### src/rtl/as_dmem_arbiter_pkg.sv
// Shared widths and types for the data-memory arbiter.
package as_pack;

    localparam int reg_width       = 64;
    localparam int dmem_addr_width = 16;

    typedef enum logic [1:0] {
        IDLE,
        ACCESS,
        RESP
    } arb_state_t;

    // addr holds the doubleword index; byte offset bits never reach the RAM.
    typedef struct packed {
        logic                         we;
        logic [dmem_addr_width-4:0]   addr;
        logic [reg_width-1:0]         wdata;
        logic [7:0]                   byteEn;
    } dmem_cmd_t;

endpackage

### src/rtl/as_dmem_arbiter_rr_pick.sv
// Two-way round-robin selector; a held lock keeps the current owner while it still requests.
module as_rr_pick (
    input  logic [1:0] i_req,
    input  logic       i_last,
    input  logic       i_lock,
    input  logic       i_own,
    output logic       o_winner
);

    always_comb begin
        if (i_lock && i_req[i_own]) begin
            o_winner = i_own;
        end else if (i_req == 2'b01) begin
            o_winner = 1'b0;
        end else if (i_req == 2'b10) begin
            o_winner = 1'b1;
        end else begin
            o_winner = ~i_last;
        end
    end

endmodule

### src/rtl/as_dmem_arbiter.sv
// Arbitrates the single data-memory port between core (0) and loader (1).
// All outputs are registered; rdata_o is gated by the registered rvalid.
module as_dmem_arbiter
    import as_pack::*;
#(
    parameter int NREQ      = 2,
    parameter int MAX_BURST = 4
) (
    input  logic                                  clk_i,
    input  logic                                  rst_i,
    input  logic [NREQ-1:0]                       req_i,
    input  logic [NREQ-1:0]                       lock_i,
    input  logic [NREQ-1:0]                       we_i,
    input  logic [NREQ-1:0][dmem_addr_width-1:0]  addr_i,
    input  logic [NREQ-1:0][reg_width-1:0]        wdata_i,
    input  logic [NREQ-1:0][7:0]                  byteEn_i,
    output logic [NREQ-1:0]                       gnt_o,
    output logic [NREQ-1:0]                       rvalid_o,
    output logic [reg_width-1:0]                  rdata_o,
    output logic                                  mem_en_o,
    output logic                                  mem_we_o,
    output logic [dmem_addr_width-4:0]            mem_addr_o,
    output logic [reg_width-1:0]                  mem_wdata_o,
    output logic [7:0]                            mem_byteEn_o,
    input  logic [reg_width-1:0]                  mem_rdata_i
);

    arb_state_t      r_state;
    dmem_cmd_t       r_cmd;
    logic            r_own;
    logic            r_last;
    logic            r_lock;
    logic [3:0]      r_burst;
    logic [NREQ-1:0] r_gnt;
    logic [NREQ-1:0] r_rvalid;
    logic            r_mem_en;
    logic            r_mem_we;

    logic            w_winner;
    dmem_cmd_t       w_cmd;
    logic [3:0]      w_burst_nxt;
    logic            w_unused;

    assign w_unused = ^{addr_i[0][2:0], addr_i[1][2:0]};

    as_rr_pick u_pick (
        .i_req    (req_i),
        .i_last   (r_last),
        .i_lock   (r_lock),
        .i_own    (r_own),
        .o_winner (w_winner)
    );

    always_comb begin
        w_cmd        = '0;
        w_cmd.we     = we_i[w_winner];
        w_cmd.addr   = addr_i[w_winner][dmem_addr_width-1:3];
        w_cmd.wdata  = wdata_i[w_winner];
        w_cmd.byteEn = we_i[w_winner] ? byteEn_i[w_winner] : 8'hFF;
    end

    // Burst length counts repeat grants to one owner; saturates instead of wrapping.
    always_comb begin
        if (r_own != r_last) begin
            w_burst_nxt = 4'd0;
        end else if (r_burst == 4'hF) begin
            w_burst_nxt = r_burst;
        end else begin
            w_burst_nxt = r_burst + 4'd1;
        end
    end

    always_ff @(posedge clk_i) begin
        if (rst_i) begin
            r_state  <= IDLE;
            r_cmd    <= '0;
            r_own    <= 1'b0;
            r_last   <= 1'b1;
            r_lock   <= 1'b0;
            r_burst  <= 4'd0;
            r_gnt    <= '0;
            r_rvalid <= '0;
            r_mem_en <= 1'b0;
            r_mem_we <= 1'b0;
        end else begin
            r_gnt    <= '0;
            r_rvalid <= '0;
            r_mem_en <= 1'b0;
            r_mem_we <= 1'b0;
            case (r_state)
                IDLE: begin
                    if (r_lock && !req_i[r_own]) begin
                        r_lock  <= 1'b0;
                        r_burst <= 4'd0;
                    end
                    if (|req_i) begin
                        r_own           <= w_winner;
                        r_cmd           <= w_cmd;
                        r_gnt[w_winner] <= 1'b1;
                        r_mem_en        <= 1'b1;
                        r_mem_we        <= w_cmd.we;
                        r_state         <= ACCESS;
                    end
                end
                ACCESS: begin
                    r_last  <= r_own;
                    r_burst <= w_burst_nxt;
                    r_lock  <= lock_i[r_own] && (w_burst_nxt < 4'(MAX_BURST - 1));
                    if (r_cmd.we) begin
                        r_state <= IDLE;
                    end else begin
                        r_rvalid[r_own] <= 1'b1;
                        r_state         <= RESP;
                    end
                end
                RESP:    r_state <= IDLE;
                default: r_state <= IDLE;
            endcase
        end
    end

    assign gnt_o        = r_gnt;
    assign rvalid_o     = r_rvalid;
    assign rdata_o      = (|r_rvalid) ? mem_rdata_i : '0;
    assign mem_en_o     = r_mem_en;
    assign mem_we_o     = r_mem_we;
    assign mem_addr_o   = r_cmd.addr;
    assign mem_wdata_o  = r_cmd.wdata;
    assign mem_byteEn_o = r_cmd.byteEn;

endmodule

### config.mk
export PLATFORM = sky130hd
export DESIGN_NAME = as_dmem_arbiter
export DESIGN_NICKNAME = d
export VERILOG_FILES = /design/src/rtl/as_dmem_arbiter_pkg.sv /design/src/rtl/as_dmem_arbiter_rr_pick.sv /design/src/rtl/as_dmem_arbiter.sv
export SDC_FILE = /design/constraint.sdc
export NUM_CORES = 1
export LEC_CHECK = 0
export BUFFER_PORTS_ARGS = -buffer_cell sky130_fd_sc_hd__buf_4
export CELL_PAD_IN_SITES_DETAIL_PLACEMENT = 2
export CELL_PAD_IN_SITES_GLOBAL_PLACEMENT = 2
export CORE_UTILIZATION = 24
export CTS_CLUSTER_SIZE = 10
export DETAILED_ROUTE_END_ITERATION = 10
export GPL_TIMING_DRIVEN = 0
export PLACE_DENSITY = 0.9
export SLEW_MARGIN = 30
export SYNTH_ARGS = -nofsm -noshare
export SYNTH_HDL_FRONTEND = slang
export SYNTH_SLANG_ARGS = --single-unit
export TNS_END_PERCENT = 5
### constraint.sdc
create_clock -name clk_i -period 4.3 [get_ports clk_i]
set_clock_uncertainty 0.05 [all_clocks]
set_input_delay 0.215 -clock clk_i [delete_from_list [all_inputs] [get_ports clk_i]]
set_output_delay 0.215 -clock clk_i [all_outputs]
set_load 0.01 [all_outputs]
## Word-level counts from Yosys, hierarchy flattened

Cells that the tools add are included.

| cells by class | value |
|---|---|
| eq/ne operators | 7 |
| magnitude comparators | 5 |
| shift-type cells | 0 |
| multiplexer cells | 31 |
| divide/modulo/power cells | 0 |
| multiply operators | 0 |
| bitwise gates (word level) | 4 |
| $add $sub $neg | 1 |
| reductions and logical operators | 15 |

Operators with widths:

| operator | number |
|---|---|
| 64-bit 2-to-1 mux | 3 |
| 16-bit 2-to-1 mux | 2 |
| 8-bit 2-to-1 mux | 3 |
| 1-bit 2-to-1 mux | 13 |
| 4-bit 2-to-1 mux | 3 |
| 4-bit one-hot mux with 2 select lines | 1 |
| 2-bit OR reduction | 3 |
| 3-bit OR reduction | 2 |
| 1-bit logical AND | 5 |
| 4-bit by 1-bit adder with 4-bit output, second input constant | 1 |
| 2-bit by 1-bit == test with 1-bit output, second input constant | 2 |
| 4-bit == test, second input constant | 1 |
| 1-bit by 2-bit less-than comparator with 1-bit output, second input constant | 2 |
| 4-bit by 2-bit less-than comparator with 1-bit output, second input constant | 1 |
| 2-bit 2-to-1 mux | 2 |
| 2-bit != test, second input constant | 2 |
| 1-bit NOT | 4 |
| 2-bit one-hot mux with 2 select lines | 1 |
| 2-bit AND reduction | 2 |
| 1-bit demux with 1-bit select | 2 |
| 2-bit == test, second input constant | 1 |
| 1-bit >= comparator, second input constant | 2 |
| 2-bit logical NOT | 1 |
| 1-bit one-hot mux with 2 select lines | 1 |
| 3 further kinds | 3 |

| storage, ports and cells | value |
|---|---|
| memories | 0 |
| bits in writable memories | 0 |
| memory bits (read-only) | 0 |
| input port bits | 248 |
| output and inout port bits | 155 |
| register bits after elaboration | 101 |
| bits in latches | 0 |

## Logic depth before layout (Yosys ltp)

Gate-level depths: netlist of the first run.

| logic depth | value |
|---|---|
| depth after elaboration | 8 |
| mapped depth | 7 |

## Modules after synthesis

Synthesis of the first run repeated with hierarchy kept, for this count alone.

| second synthesis, totals | value |
|---|---|
| cells, all modules | 609 |
| area total of the unflattened synthesis | 5,536.6 um2 |

Modules (own cells, without submodules):

| module | cells each | times used | area each (um2) | seq. area each (um2) |
|---|---|---|---|---|
| as_dmem_arbiter | 605 | 1 | 5,510.3 | 2,021.9 |
| as_rr_pick | 4 | 1 | 26.3 | 0.0 |

## Least setup slack after synthesis of the first run

Ideal clock, no wire load.

| timing path | value |
|---|---|
| path type | reg2reg |
| start | register r_lock |
| end | register r_cmd (netlist bit mem_addr_o[0]) |
| cell stages (with the launch flop) | 7 |
| path buffers | 2 |
| arrival time | 1.324 ns |
| clock period less this slack | 1.462 ns |
| data required time | 4.161 ns |
| path slack | 2.838 ns |
| path through | dfxtp_1 nor2b_4 o21ai_4 buf_4 buf_2 nand3_1 a311oi_2 |

| between the ends | value |
|---|---|
| word-level cells in the longest chain between the ends | 4 |

Ends and longest elaborated chain:

| item | line | source |
|---|---|---|
| start, declared | as_dmem_arbiter.sv:32 | `logic r_lock;` |
| start signal, assigned | as_dmem_arbiter.sv:108 | `r_lock <= lock_i[r_own] && (w_burst_nxt < 4'(MAX_BURST - 1));` |
| 1-bit logical AND | as_dmem_arbiter_rr_pick.sv:11 | `if (i_lock && i_req[i_own]) begin` |
| 1-bit 2-to-1 mux | as_dmem_arbiter_rr_pick.sv:11 |  |
| 16-bit 2-to-1 mux (not written as such) (2 in series) | as_dmem_arbiter.sv:57 | `w_cmd.addr = addr_i[w_winner][dmem_addr_width-1:3];` |
| end signal, assigned | as_dmem_arbiter.sv:98 | `r_cmd <= w_cmd;` |
| end, declared | as_dmem_arbiter.sv:29 | `dmem_cmd_t r_cmd;` |

Every way passes these cells. The select of a mux whose other input is x is not followed.
A chain may end at the register's enable or synchronous reset.

## Worst setup path in the final report of the first run

| timing path | value |
|---|---|
| start | register r_rvalid[1] (netlist: rvalid_o[1]) |
| end | output port rdata_o[20] |

| between the ends | value |
|---|---|
| word-level cells in the longest chain between the ends | 2 |

Ends and longest elaborated chain:

| item | line | source |
|---|---|---|
| start, declared | as_dmem_arbiter.sv:35 | `logic [NREQ-1:0] r_rvalid;` |
| start signal, assigned | as_dmem_arbiter.sv:82 | `r_rvalid <= '0;` |
| start signal, assigned | as_dmem_arbiter.sv:87 | `r_rvalid <= '0;` |
| start signal, assigned by index | as_dmem_arbiter.sv:112 | `r_rvalid[r_own] <= 1'b1;` |
| 2-bit OR reduction | as_dmem_arbiter.sv:124 | `assign rdata_o = (\|r_rvalid) ? mem_rdata_i : '0;` |
| 64-bit 2-to-1 mux | as_dmem_arbiter.sv:124 |  |
| end, declared | as_dmem_arbiter.sv:19 | `output logic [reg_width-1:0] rdata_o,` |

Every way passes these cells.

==> results.sh, run 1 <==
export IMPL_synth_top_area_cell="dfxtp_1"
export IMPL_final_common_cell="buf_4"
export IMPL_min_period_ns=2.41
export IMPL_drt_pass1_iter_count=4
export IMPL_clockBufferDepth=2
export IMPL_grt_overflow=0
export IMPL_critPathArrivalTime_ns=2.14
export IMPL_start_util=0.246
export IMPL_ys_seq_area_frac=0.325
export IMPL_swShare=0.340
export IMPL_ys_types=43
export IMPL_root_buffer="clkbuf_16"
export IMPL_routed_wl_um=32600
export IMPL_gp_congestion=0.849
export IMPL_avgRoutedWirePerCell_um=21.7
export IMPL_io_pins=403
export IMPL_cts_hold_buf=0
export IMPL_synth_top_area_frac=0.325
export IMPL_start_kind="flip-flop"
export IMPL_avgSynthCellArea_um2=8.17
export IMPL_fin_crit_sh=0.559
export IMPL_syn_nets=1011
export IMPL_rsz0062_at_grt="no"
export IMPL_max_freq_mhz=416
export IMPL_antenna_found_initial=1
export IMPL_clock_latency_ns=0.35
export IMPL_ctsResizeCount=0
export IMPL_async_flop_share=0
export IMPL_setup_tns_ns=0
export IMPL_internal_power_mw=2.16
export IMPL_grt_first_pass_wirelength_um=46900
export IMPL_status="completed"
export IMPL_fin_nets=1416
export IMPL_synthesis_area_um2=6230
export IMPL_worst_pin_slew_ns=0.844
export IMPL_pwr_share_clk=0.268
export IMPL_fin_hold_ws_ns=0.0901
export IMPL_dp_slack_ns=2.21
export IMPL_die_y_um=163
export IMPL_synth_ff_type="dfxtp_1"
export IMPL_slew_violations=0
export IMPL_drive_gt1_frac=0.504
export IMPL_p_seq_frac=0.343
export IMPL_drc=0
export IMPL_via_per_inst=4.95
export IMPL_final_util=0.391
export IMPL_leakagePower_nw=4.52
export IMPL_hp_class="primary input to flip-flop"
export IMPL_num_vias=7437
export IMPL_syn2layout_area_growth_pct=59.0
export IMPL_dieArea_um2=26600
export IMPL_dp_cells=1486
export IMPL_hold_viol_final=0
export IMPL_post_cts_buffers=0
export IMPL_worstSetupEndpointType="output pin"
export IMPL_cts_tree="built"
export IMPL_ant_nets=0
export IMPL_yosys_warnings=0
export IMPL_worst_slack_ns=1.89
export IMPL_powerDensity_nw_per_um2=331
export IMPL_cap_violations=0
export IMPL_syn_inst=762
export IMPL_ir_worst_vdd_mv=0.186
export IMPL_grt_use_total=0.236
export IMPL_die_x_um=163
export IMPL_clk_pin_slew_ns=0.08
export IMPL_grt_pass1_vias=7919
export IMPL_yosys_register_bits=101
export IMPL_htreeDepth=3
export IMPL_layout_common_cells="buf_4, dfxtp_1, nand3_1, nor2_1, nor2b_1"
export IMPL_cts_buffers=9
export IMPL_clock_sinks=101
export IMPL_cp_max_fo=10
export IMPL_maxSlewHeadroom=0.435
export IMPL_drt_iter0_drc=225
export IMPL_grt_max_degree=17
export IMPL_p_sw_mw=1.12
export IMPL_instances_no_fill=1503
export IMPL_setup_violations=0
export IMPL_crit_type="flip-flop to output pin"
export IMPL_fp_coreArea_um2=25300
export IMPL_row_count=58
export IMPL_combinationalPowerShare=0.389
export IMPL_post_dp_hpwl_um=26400
export IMPL_io_buffer_count=394
export IMPL_critPathRequiredTime_ns=4.03
export IMPL_fillCellCount=2930
export IMPL_ys_top_cells_by_area="dfxtp_1, buf_4, a311oi_2, nand3_1, a311oi_1"
export IMPL_synth_edf_count=0
power groups by stage:
| stage | Combinational, mW | Clock [mW] | Sequential (mW) |
|---|---|---|---|
| 3_3_place_gp | 1.25 | 0 | 1.14 |
| 2_1_floorplan | 0.694 | 0 | 1.12 |
| 5_1_grt | 1.37 | 0.923 | 1.14 |
| 4_1_cts | 1.30 | 0.899 | 1.12 |
| 6_report | 1.28 | 0.880 | 1.12 |
| 3_5_place_dp | 1.29 | 0 | 1.14 |
layer usage:
layer | global-route usage | share of wire
met1 | 0.238 | 0.36
met2 | 0.451 | 0.53
met3 | 0.0444 | 0.055
met4 | 0.130 | 0.054
met5 | 0 | 0
worst max-delay path, cell delays in order, from the launching register on:
cell and delay, ns:
dfxtp_1 0.32, nor2_1 0.65, clkbuf_1 0.50, nor2b_1 0.14, buf_4 0.17
cell type report:
type                       instances  area, um^2  share of cell area
antenna                            1        2.50            0.000253
buffer                           162        1060               0.107
clock buffer                      12         246              0.0249
clock inverter                     4        56.3             0.00568
inverter                          20        75.1             0.00758
multi-input combinational        479        3080               0.311
sequential                       101        2020               0.204
tap                              330         413              0.0417
timing repair buffer             394        2960               0.299
through the flow:
stage | cell area [um^2] | total power, mW
global placement | 9600 | 2.38
CTS | 9900 | 3.32
finish | 9900 | 3.28
global route | 9900 | 3.43
floorplan | 6230 | 1.82
detailed placement | 9600 | 2.43
cells by family after synthesis:
family | Yosys count | share of synthesized area
compound gates | 199 | 0.259
mux | 3 | 0.00482
buf+inv | 182 | 0.182
fa+ha+maj | 1 | 0.00201
simple gates | 275 | 0.226
xor+xnor | 1 | 0.00141
flops | 101 | 0.325
path summary, 6_finish.rpt:
path / from / to / slack [ns] / cells after the start
max: rvalid_o[1] / rdata_o[20] / 1.89 / 4
min: wdata_i[52] / mem_wdata_o[52] / 0.09 / 3
min reg2reg: mem_addr_o[12] / mem_addr_o[12] / 0.45 / 2
max reg2reg: r_lock / mem_wdata_o[34] / 2.38 / 5
sequential cells by signal, summed over array words and instances (netlist names), 2 cells and up:
signal and flops:
mem_wdata_o 64, r_state 2, mem_addr_o 13, rvalid_o 2, mem_byteEn_o 8, gnt_o 2
r_burst 4
Yosys cell counts (19+ instances only):
master,number
a21oi_1,20
a311oi_1,47
a311oi_2,32
buf_2,30
buf_4,90
clkbuf_1,26
dfxtp_1,101
inv_1,19
nand3_1,87
nor2_1,85
nor2b_1,65
o21ai_0,46
o21ai_1,24
Note: power is estimated with default switching activity, not from simulation.
==> inputs of run 2 (changes only) <==
- CORE_UTILIZATION: 24 -> 22
- PLACE_DENSITY: 0.9 -> 0.84
- clock period: 4.3 -> 2.49 ns (I/O delays scaled with it)
==> run 2 against run 1 <==
  * Sequential share of layout area is 0.73 points lower
  * Cell count is 5.5% higher
  * Wire length is 4.0% higher
  * Flip-flop and latch count stayed put
  * Worst setup slack worse by 1.7 ns
  * Die area is 9.0% higher
  * Combinational power is 77% higher
  * Design area is 3.7% higher
  * Largest power group unchanged
  * Via count is 0.75% higher
  * Non-clock buffer count is 31 higher
  * Critical path depth stayed put
  * First-iteration DRC count is 12% lower
==> results.sh, run 2 (synthesis results as in run 1) <==
export IMPL_htreeDepth=3
export IMPL_clock_sinks=101
export IMPL_num_vias=7493
export IMPL_syn2layout_area_growth_pct=64.9
export IMPL_critPathArrivalTime_ns=2.15
export IMPL_final_area_um2=10300
export IMPL_final_common_cell="buf_4"
export IMPL_clock_latency_ns=0.35
export IMPL_crit_type="flip-flop to output pin"
export IMPL_hold_viol_final=0
export IMPL_final_util=0.370
export IMPL_dieArea_um2=29000
export IMPL_row_count=61
export IMPL_cap_violations=0
export IMPL_cts_tree="built"
export IMPL_r2r_end="mem_wdata_o[29]"
export IMPL_rsz0062_at_grt="no"
export IMPL_antenna_found_initial=4
export IMPL_io_buffer_count=394
export IMPL_grt_max_degree=17
export IMPL_post_dp_hpwl_um=26700
export IMPL_grt_overflow=0
export IMPL_worstSetupEndpointType="output pin"
export IMPL_drt_pass1_iter_count=4
export IMPL_die_y_um=170
export IMPL_placed_cell_area_um2=9660
export IMPL_gp_congestion=0.889
export IMPL_setup_tns_ns=0
export IMPL_hp_class="primary input to flip-flop"
export IMPL_grt_pass1_vias=8153
export IMPL_max_freq_mhz=430
export IMPL_die_x_um=170
export IMPL_start_kind="flip-flop"
export IMPL_multi_input_area_um2=3080
export IMPL_layout_common_cells="buf_4, dfxtp_1, nand3_1, nor2_1, nor2b_1"
export IMPL_ant_nets=0
export IMPL_total_power_mw=5.64
export IMPL_crit_path_end="rdata_o[0]"
export IMPL_start_util=0.224
export IMPL_clockBufferDepth=2
export IMPL_crit_slowest_cell="nor2_1"
export IMPL_min_period_ns=2.33
export IMPL_setup_violations=0
export IMPL_io_pins=403
export IMPL_leakagePower_nw=4.67
export IMPL_drive_gt1_frac=0.495
export IMPL_avgRoutedWirePerCell_um=21.4
export IMPL_drc=0
export IMPL_grt_use_total=0.226
export IMPL_cts_buffers=9
export IMPL_routed_wl_um=33900
export IMPL_crit_path_start="rvalid_o[1]"
export IMPL_slew_violations=0
export IMPL_via_per_inst=4.72
export IMPL_worst_pin_slew_ns=0.839
export IMPL_fin_nets=1447
export IMPL_clk_pin_slew_ns=0.08
export IMPL_grt_first_pass_wirelength_um=48500
export IMPL_cp_max_fo=10
export IMPL_maxSlewHeadroom=0.438
export IMPL_critPathRequiredTime_ns=2.32
export IMPL_fp_coreArea_um2=27800
export IMPL_path_cells="nor2_1 -> clkbuf_1 -> nor2b_1 -> buf_4"
export IMPL_ir_worst_vdd_mv=0.247
export IMPL_largest_reg_flops=64
export IMPL_ff2ff_path_depth=6
export IMPL_r2r_setup_slack_ns=0.22
export IMPL_fillCellCount=3282
export IMPL_slowest_delay_ns=0.65
export IMPL_status="completed"
export IMPL_root_buffer="clkbuf_16"
export IMPL_seq_area_um2=2020
export IMPL_drt_iter0_drc=198
export IMPL_reg2reg_from="r_lock"
export IMPL_powerDensity_nw_per_um2=549
export IMPL_fin_crit_sh=0.935
run 2: worst min-delay path by stage:
stage                       to  depth (start not counted)  slack [ns]          from
4_1_cts        mem_wdata_o[24]                          3      0.0002   wdata_i[88]
2_1_floorplan  mem_wdata_o[49]                          2        0.25   wdata_i[49]
5_1_grt        mem_wdata_o[27]                          3        0.02   wdata_i[91]
6_report       mem_wdata_o[27]                          3       0.008   wdata_i[91]
3_5_place_dp   mem_wdata_o[44]                          3        0.38  wdata_i[108]
3_3_place_gp    mem_wdata_o[9]                          3        0.37   wdata_i[73]
run 2: report_power, final:
group          total [mW]  switching [mW]  internal [mW]
logic                2.26            1.12           1.14
registers            1.94           0.124           1.82
clock network        1.43           0.692          0.742
total                5.64            1.94           3.70
run 2: area by class of cell:
type | instances | share of cell area
plain buffers | 162 | 0.103
clock buffers | 12 | 0.0250
well taps | 378 | 0.0460
flip-flops and latches | 101 | 0.197
diodes | 5 | 0.00122
inverters | 20 | 0.00731
repair buffers | 425 | 0.318
clock inverters | 4 | 0.00304
multi-input cells | 479 | 0.299
run 2: worst max-delay path, delay by kind of cell, from the launching register on:
kind | cells | cell delay (ns)
buffers and inverters | 2 | 0.66
flip-flops | 1 | 0.31
AND/OR/NAND/NOR | 2 | 0.84
run 2: what timing repair did:
action | 4_1_cts | 5_1_grt
buffers inserted | 0 | 0
setup endpoints to repair | 0 | 4
endpoints found under the hold margin | 25 | 0
hold buffers | 31 | 0
gates resized for setup | 0 | 5
run 2: per-stage QoR:
step	hold slack, ns	std cells	setup slack (ns)
2_1_floorplan	0.247	762	1.03
3_3_place_gp	0.366	1534	0.534
3_5_place_dp	0.376	1534	0.507
4_1_cts	0.000152	1581	0.111
5_1_grt	0.0159	1585	0.0369
6_report	0.00835	1586	0.162
run 2: routing by layer:
layer  global-route usage  wire (um)  up-vias
li1                     -          -     3508
met1                0.223      11700     3611
met2                0.430      18100      298
met3               0.0414       2010       76
met4                0.148       2030        0
met5                    0          0        -
